--- src/rtl/core_pkg.sv ---
// Shared core definitions: operand width, B-operand select codes and forwarding selects.
package core_pkg;

  localparam int XLEN = 32;

  localparam logic B_SEL_REG = 1'b0;
  localparam logic B_SEL_IMM = 1'b1;

  typedef enum logic [1:0] {
    FWD_NONE = 2'b00,
    FWD_MEM  = 2'b01,
    FWD_WB   = 2'b10
  } fwd_sel_e;

endpackage

--- src/rtl/alu_input_mux_b_fwd_resolve.sv ---
// Resolves the register-side B operand from the register file or a forwarding source.
module fwd_resolve
  import core_pkg::*;
#(
  parameter int WIDTH = XLEN
) (
  input  logic [1:0]       fwd_sel,
  input  logic [WIDTH-1:0] data2,
  input  logic [WIDTH-1:0] fwd_mem_data,
  input  logic [WIDTH-1:0] fwd_wb_data,
  output logic [WIDTH-1:0] reg_operand
);

  always_comb begin
    reg_operand = data2;
    // 2'b11 is unused and falls back to the register file value
    case (fwd_sel_e'(fwd_sel))
      FWD_MEM: reg_operand = fwd_mem_data;
      FWD_WB:  reg_operand = fwd_wb_data;
      default: reg_operand = data2;
    endcase
  end

endmodule

--- src/rtl/alu_input_mux_b.sv ---
// Execute-stage ALU B operand mux with registered copy and immediate-select counter.
// Optional operand forwarding is enabled by defining ALU_B_MUX_FWD_EN.
module alu_input_mux_b
  import core_pkg::*;
#(
  parameter int WIDTH     = XLEN,
  parameter int CNT_WIDTH = 32
) (
  input  logic                 clk,
  input  logic                 rst,
  input  logic [WIDTH-1:0]     data2,
  input  logic [WIDTH-1:0]     immGenData,
  input  logic                 B_select,
`ifdef ALU_B_MUX_FWD_EN
  input  logic [1:0]           fwd_sel,
  input  logic [WIDTH-1:0]     fwd_mem_data,
  input  logic [WIDTH-1:0]     fwd_wb_data,
`endif
  output logic [WIDTH-1:0]     out,
  output logic [WIDTH-1:0]     out_q,
  output logic                 sel_q,
  output logic [CNT_WIDTH-1:0] imm_cnt
);

  logic [WIDTH-1:0]     reg_operand;
  logic [WIDTH-1:0]     out_q_reg;
  logic                 sel_q_reg;
  logic [CNT_WIDTH-1:0] imm_cnt_reg;

`ifdef ALU_B_MUX_FWD_EN
  fwd_resolve #(
    .WIDTH(WIDTH)
  ) u_fwd_resolve (
    .fwd_sel      (fwd_sel),
    .data2        (data2),
    .fwd_mem_data (fwd_mem_data),
    .fwd_wb_data  (fwd_wb_data),
    .reg_operand  (reg_operand)
  );
`else
  assign reg_operand = data2;
`endif

  // The immediate path is never forwarded
  assign out = (B_select == B_SEL_IMM) ? immGenData : reg_operand;

  always_ff @(posedge clk or posedge rst) begin
    if (rst) begin
      out_q_reg   <= '0;
      sel_q_reg   <= 1'b0;
      imm_cnt_reg <= '0;
    end else begin
      out_q_reg <= out;
      sel_q_reg <= B_select;
      // Debug counter saturates rather than wrapping
      if (B_select == B_SEL_IMM && imm_cnt_reg != {CNT_WIDTH{1'b1}})
        imm_cnt_reg <= imm_cnt_reg + CNT_WIDTH'(1);
    end
  end

  assign out_q   = out_q_reg;
  assign sel_q   = sel_q_reg;
  assign imm_cnt = imm_cnt_reg;

endmodule

--- config.mk ---
export PLATFORM = sky130hd
export DESIGN_NAME = alu_input_mux_b
export DESIGN_NICKNAME = d
export VERILOG_FILES = /design/src/rtl/core_pkg.sv /design/src/rtl/alu_input_mux_b_fwd_resolve.sv /design/src/rtl/alu_input_mux_b.sv
export SDC_FILE = /design/constraint.sdc
export NUM_CORES = 1
export LEC_CHECK = 0
export ABC_CLOCK_PERIOD_IN_PS = 2000
export CAP_MARGIN = 0
export CORE_MARGIN = 4
export CORE_UTILIZATION = 34
export CTS_BUF_LIST = sky130_fd_sc_hd__clkbuf_16
export DETAILED_ROUTE_END_ITERATION = 16
export HOLD_SLACK_MARGIN = 0.03
export PLACE_DENSITY = 0.82
export REMOVE_ABC_BUFFERS = 1
export SLEW_MARGIN = 20
export SYNTH_ARGS = -nofsm -noshare
export SYNTH_HDL_FRONTEND = slang
export SYNTH_SLANG_ARGS = --single-unit
--- constraint.sdc ---
create_clock -name clk -period 2 [get_ports clk]
set_input_delay 0.3 -clock clk [delete_from_list [all_inputs] [get_ports clk]]
set_output_delay 0.3 -clock clk [all_outputs]
set_load 0.01 [all_outputs]
==> results of run 1 <==
cells in the final DEF (no fill, tap or decap), drive strengths merged, types with 2 or more instances in the layout:
cell type	instances
and2	2
mux2	33
xor2	10
xnor2	18
dfrtp	65
nor2	9
a31oi	2
nand4	6
nor3	3
nand3	14
nand2	10
clkdlybuf4s50	162
inv	4
clkinv	3
and3	9
clkbuf	9
nand2b	2
and4	9
a21oi	4
buf	9
logic make-up (layout without fill, tap and decap cells):
kind of cell / after synthesis / in the layout / synth area share (%)
mux: 33 / 33 / 13.3
xor+xnor: 28 / 28 / 8.77
flops: 65 / 65 / 58.1
buf+inv: 8 / 188 / 1.74
compound gates: 8 / 8 / 2.24
fa+ha+maj: 1 / 1 / 0.447
simple gates: 66 / 66 / 15.4
worst reg2reg max path, cell delays in order, from the launching register on:
cell	delay (ns)
dfrtp_1	0.40
ha_1	0.22
and4_1	0.23
nand4_1	0.18
nor3_2	0.18
nand2b_2	0.17
mux2_1	0.32
synth_stat cells, types with 3 or more instances:
master | count | area [um^2]
a21oi_1 | 4 | 20.0
and4_1 | 8 | 70.1
xor2_1 | 10 | 87.6
xnor2_1 | 18 | 158
mux2_2 | 32 | 360
nand4_1 | 4 | 25.0
dfrtp_1 | 65 | 1630
and3_1 | 9 | 56.3
nand3_1 | 14 | 70.1
nand2_1 | 10 | 37.5
nor2_1 | 9 | 33.8
clkbuf_1 | 3 | 11.3
final timing paths:
kind / to / cells past startpoint / slack (ns) / startpoint
min in group clk: sel_q / 2 / 0.36 / B_select
min reg2reg: imm_cnt[27] / 1 / 0.49 / imm_cnt[27]
max in group asynchronous: out_q[1] / 3 / 1.12 / rst
min: out_q[24] / 2 / 0.32 / rst
max reg2reg: imm_cnt[1] / 6 / 0.19 / imm_cnt[0]
max: imm_cnt[1] / 6 / 0.19 / imm_cnt[0]
metrics by stage:
step	total power [W]	util, %
2_1_floorplan	0.00184	-
3_3_place_gp	0.00242	58.6
3_5_place_dp	0.00244	58.6
4_1_cts	0.00378	61.8
5_1_grt	0.00391	61.8
6_report	0.00373	61.8
layer usage:
layer / vias to the layer above / track usage [%] / routed length [um]
li1: 1103 / - / -
met5: - / 0 / 0
met3: 10 / 6.94 / 768
met2: 99 / 27.3 / 3910
met4: 0 / 5.57 / 126
met1: 1105 / 17.2 / 2780
power by group through the flow:
| stage | registers, W | clock network, W | logic [W] |
|---|---|---|---|
| after floorplan | 0.00162 | 0 | 0.000225 |
| after global placement | 0.00155 | 0 | 0.000871 |
| after detailed placement | 0.00156 | 0 | 0.000881 |
| after CTS | 0.00153 | 0.00136 | 0.000888 |
| after global routing | 0.00155 | 0.00143 | 0.000937 |
| final | 0.00153 | 0.00132 | 0.000872 |
layout make-up:
type | instances | area, um^2
Clock inverter | 6 | 28.8
Clock buffer | 9 | 225
Sequential cell | 65 | 1630
Timing Repair Buffer | 171 | 1710
Multi-Input combinational cell | 136 | 1120
Inverter | 2 | 7.51
Fill cell | 616 | 3000
Tap cell | 102 | 128
repair_timing:
item / CTS / global route
gates resized for setup: 0 / 2
hold endpoints to repair: 0 / 0
setup endpoints to repair: 0 / 11
==> metrics.md, run 1 <==
| Metric | Value |
|---|---|
| Max_cap viols | `0` |
| Hold Crit Class | `in2async` |
| Hold slack | `0.319 ns` |
| CTS tree | `built` |
| Chip height | `about 99 um` |
| Cell area power density | `768 mW/mm^2` |
| Cell variety after synth | `30` |
| Initial core utilization | `35.7%` |
| Crit path arrival time | `around 2 ns` |
| Syn-to-layout area delta | `73.4%` |
| Cell chain of the critical path | `ha_1 -> and4_1 -> nand4_1 -> nor3_2 -> nand2b_2 -> mux2_1` |
| Global-route wire length before repair | `between 10000 and 15000 um` |
| Post-DRT Antenna Nets | `0` |
| Measured slew at the worst slew-check pin | `0.418 ns` |
| Sequential element share of the synthesized area | `about three fifths` |
| Combinational share of power | `23.4%` |
| Full die area | `0.00974 mm^2` |
| N_diodes | `0` |
| Worst setup path category | `reg2reg` |
| Die X | `98.7 um` |
| Clk buf depth | `2` |
| Switching pwr | `about 0.00095 W` |
| Residual overflow from global routing | `0` |
| CP Launch Type | `flip-flop` |
| Run status | `complete, no violations` |
| CP peak stage delay | `0.40 ns` |
| Clk sinks | `65` |
| Final Non-Filler Cells | `491` |
| Post-Syn Instances | `209` |
| Via-to-Cell Ratio | `4.72` |
| Vias after detailed routing | `2317` |
| Count of final hold-check violations | `0` |
| Clock root cell | `clkbuf_16` |
| Gr usage total | `15.8%` |
| Critical path's slowest cell | `dfrtp_1` |
| Vias in the first global route | `2445` |
| Asr flop ratio synth | `100%` |
| Post-CTS Setup Bufs | `0` |
| Rel. slew slack | `72.1%` |
| Post-placement cell count | `between 400 and 500` |
| Core area | `0.00785 mm^2` |
| Detailed Place HPWL | `5920 um` |
| Worst IR drop on VDD | `662 uV` |
| Per-cell routed wire length | `between 15 and 20 um` |
| Mapped Area | `approximately 0.0028 mm^2` |
| Synth warn | `0` |
| Gpl congestion | `0.805` |
| Hold_buf cts | `0` |
| Post-Route WL | `between 7000 and 8000 um` |
| Reg power frac | `41.2%` |
| Largest net degree at the start of global routing | `39` |
| Number of cell rows | `32` |
| P_int | `between 0.002 and 0.003 W` |
| Initial antenna violation count | `0` |
| 1st-iter DRT viols | `81` |
| Drt drc | `0` |
| Clock Skews | `about 0.0051 ns` |
| Leakage | `just over 2 nW` |
| Worst Path Max Fanout | `4` |
| Crit share post-route | `90.7%` |
| Req. time, crit path | `about 2.2 ns` |
| CP Buf/Inv Count | `0` |
| Dpl cell area | `0.00460 mm^2` |
| Fraction of layout cells with a size suffix above 1 | `between 10% and 20%` |
| IO buf count | `~160` |
| PnR worst setup slack | `0.187 ns` |
| TritonRoute pass-1 iters | `4` |
| Design area | `approximately 0.0049 mm^2` |
| Setup Slack @ Placement | `0.101 ns` |
| Final Slew Violations | `0` |
| Final setup violating endpoints | `0` |
| Nets | `around 450` |
| Switching share of power | `25.5%` |
| Clock Latency Late Sink | `between 0.3 and 0.4 ns` |
| Synth Area per Inst | `13.4 um^2` |
| Post-synth EDFFs | `0` |
| Clock power share | `between 30% and 40%` |
| Setup TNS | `0 ns` |
| CP top delay family | `simple AND/OR/NAND/NOR gates` |
| Flop and latch count out of synthesis | `65` |
| Synth Flop Type | `dfrtp_1` |
| Clock transition at path regs | `0.05 ns` |
| Cts bufs inserted | `9` |
| Worst setup EP type | `flip-flop` |
| Max frequency | `between 0.5 and 0.6 GHz` |
| Fin crit period | `roughly 1.8 ns` |
| RSZ-0062 raised after global routing | `no` |
| H-tree lvl count | `3` |
| IO Pins | `approximately 160` |
Note: power is estimated with default switching activity, not from simulation.
==> inputs of run 2 (changes only) <==
Settings changed: CORE_MARGIN 4 to 3, PLACE_DENSITY 0.82 to 0.84, SYNTH_HIERARCHICAL from default to 1.
==> metrics.md, run 2 <==
| Metric | Value |
|---|---|
| Initial antenna violation count | `0` |
| Clock power share | `about 36%` |
| Synth area leaders | `dfrtp_1 58%, mux2_2 13%, xnor2_1 5.6%, xor2_1 3.1%, and4_1 2.5%` |
| Cts bufs inserted | `9` |
| Final Slew Violations | `0` |
| Cell chain of the critical path | `ha_1 -> and4_1 -> and4_2 -> nor3_4 -> and3_1 -> xor2_1` |
| Mapped Area | `about 0.0028 mm^2` |
| Post-Route WL | `7790 um` |
| Top-area cell type share of the netlist area | `between 50% and 60%` |
| Setup TNS | `0 ns` |
| Most frequent cell after synthesis | `dfrtp_1` |
| Clock root cell | `clkbuf_16` |
| Hold slack | `around 0.35 ns` |
| Synth warn | `6` |
| Most frequent cells in the layout | `162 x clkdlybuf4s50_1, 65 x dfrtp_1, 32 x mux2_2, 18 x xnor2_1, 14 x nand3_1` |
| Final Non-Filler Cells | `494` |
| Synth Area per Inst | `13.4 um^2` |
| Synth cell count leaders | `65 x dfrtp_1, 32 x mux2_2, 18 x xnor2_1` |
| CP peak stage delay | `0.42 ns` |
| Die X | `between 90 and 100 um` |
| IO buf count | `about 160` |
| Rel. slew slack | `69.5%` |
| Gpl congestion | `between 0.8 and 0.9` |
| Hold Crit Class | `in2reg` |
| Max frequency | `0.525 GHz` |
| Post-DRT Antenna Nets | `0` |
| Gr usage total | `between 10% and 20%` |
| Residual overflow from global routing | `0` |
| Core area | `between 0.007 and 0.008 mm^2` |
| Worst IR drop on VDD | `473 uV` |
| Clk sinks | `65` |
| Crit share post-route | `~95%` |
| Flop and latch count out of synthesis | `65` |
| Max_cap viols | `0` |
| Number of cell rows | `32` |
| Fin crit period | `1.91 ns` |
| Initial core utilization | `between 30% and 40%` |
| Sequential element share of the synthesized area | `58.1%` |
| Clock transition at path regs | `0.06 ns` |
| Full die area | `just over 0.009 mm^2` |
| Cell area power density | `778 mW/mm^2` |
| Switching pwr | `0.000987 W` |
| Asr flop ratio synth | `100%` |
| Drt drc | `0` |
| Switching share of power | `26.1%` |
| Detailed Place HPWL | `6120 um` |
| Synth Flop Type | `dfrtp_1` |
| Per-cell routed wire length | `15.8 um` |
| CTS tree | `built` |
| Reg power frac | `40.5%` |
| Req. time, crit path | `2.25 ns` |
| N_diodes | `0` |
| Measured slew at the worst slew-check pin | `0.458 ns` |
| Vias in the first global route | `about 2600` |
| Largest net degree at the start of global routing | `39` |
| CP Launch Type | `flip-flop` |
| Worst setup EP type | `flip-flop` |
| Syn-to-layout area delta | `73.8%` |
| Critical path's slowest cell | `dfrtp_1` |
| Cell variety after synth | `30` |
| Clock Latency Late Sink | `~0.32 ns` |
| Post-Syn Instances | `approximately 210` |
| R2R Setup Slk | `0.09 ns` |
| Hold_buf cts | `0` |
| Clk buf depth | `2` |
| Vias after detailed routing | `2330` |
| Clock Skews | `0.00824 ns` |
| Count of final hold-check violations | `0` |
| Chip height | `around 97 um` |
| Worst setup path category | `reg2reg` |
| TritonRoute pass-1 iters | `4` |
| Post-CTS sizing | `0` |
| Global-route wire length before repair | `roughly 13000 um` |
| Run status | `complete, no violations` |
| Post-synth EDFFs | `0` |
| Combinational share of power | `a little under a quarter` |
| RSZ-0062 raised after global routing | `no` |
| Crit path arrival time | `2.15 ns` |
| Filler Cell Count | `651` |
| Post-CTS Setup Bufs | `0` |
| Fraction of layout cells with a size suffix above 1 | `between 10% and 20%` |
| Nets | `455` |
| 1st-iter DRT viols | `75` |
| IO Pins | `164` |
| Top cell type by total area after synthesis | `dfrtp_1` |
| Leakage | `2.06 nW` |
| Most common cell after layout, fill and taps aside | `clkdlybuf4s50_1` |
| Worst Path Max Fanout | `7` |
| Final setup violating endpoints | `0` |
| Via-to-Cell Ratio | `approximately 4.7` |
| Post-placement cell count | `478` |
| P_int | `0.00280 W` |
| H-tree lvl count | `3` |
## run 2: cell counts after synthesis
Identical to the previous run, type by type.
## run 2: power groups by stage
stage          logic [W]  clock network, W  registers, W
2_1_floorplan   0.000225                 0       0.00162
3_3_place_gp    0.000890                 0       0.00154
3_5_place_dp    0.000897                 0       0.00155
4_1_cts         0.000905           0.00140       0.00153
5_1_grt         0.000956           0.00147       0.00154
6_report        0.000886           0.00136       0.00153
## run 2: metal layers
metal / vias up / share of wire [%] / wire, um / GRT usage (%)
met5: - / 0 / 0 / 0
met4: 0 / 1.3 / 99 / 6.48
met3: 6 / 9.4 / 728 / 7.35
met2: 105 / 53 / 4130 / 30.5
met1: 1121 / 36 / 2830 / 18.8
li1: 1098 / - / - / -
## run 2: path summary, 6_finish.rpt
check,to,from,cells after the start
max in group asynchronous,imm_cnt[31],rst,3
hold reg to reg,imm_cnt[24],imm_cnt[24],1
hold / removal,sel_q,B_select,2
min in group asynchronous,out_q[21],rst,3
setup / recovery,imm_cnt[23],imm_cnt[0],6
setup reg to reg,imm_cnt[23],imm_cnt[0],6
## run 2: kinds of logic (layout without fill, tap and decap cells)
logic type      after synthesis  count (layout)  synth area share (%)
compound gates                8               8                  2.24
xor+xnor                     28              28                  8.77
fa+ha+maj                     1               1                 0.447
buf+inv                       8             191                  1.74
flops                        65              65                  58.1
mux                          33              33                  13.3
simple gates                 66              66                  15.4
## run 2: critical path: cells and delay by family (launching register included)
| kind | cells | cell delay, ns |
|---|---|---|
| XOR/XNOR | 1 | 0.14 |
| flip-flops | 1 | 0.42 |
| adder cells (fa/ha/maj) | 1 | 0.25 |
| AND/OR/NAND/NOR | 4 | 1.03 |
## run 2: cell type report
type / instances / area (um^2) / area share, %
Clock inverter: 7 / 38.8 / 0.798
Sequential cell: 65 / 1630 / 33.4
Inverter: 2 / 7.51 / 0.154
Tap cell: 102 / 128 / 2.62
Clock buffer: 9 / 225 / 4.63
Timing Repair Buffer: 173 / 1710 / 35.2
Multi-Input combinational cell: 136 / 1120 / 23.1
## run 2: metrics by stage
step	utilization, %	power, W	cell area [um^2]	setup WS, ns
CTS	62.0	0.00383	4860	0.0655
global route	62.0	0.00397	4860	0.0158
floorplan	-	0.00184	2760	0.0735
finish	62.0	0.00378	4860	0.0949
global placement	58.6	0.00243	4600	0.156
detailed placement	58.6	0.00245	4600	0.0846
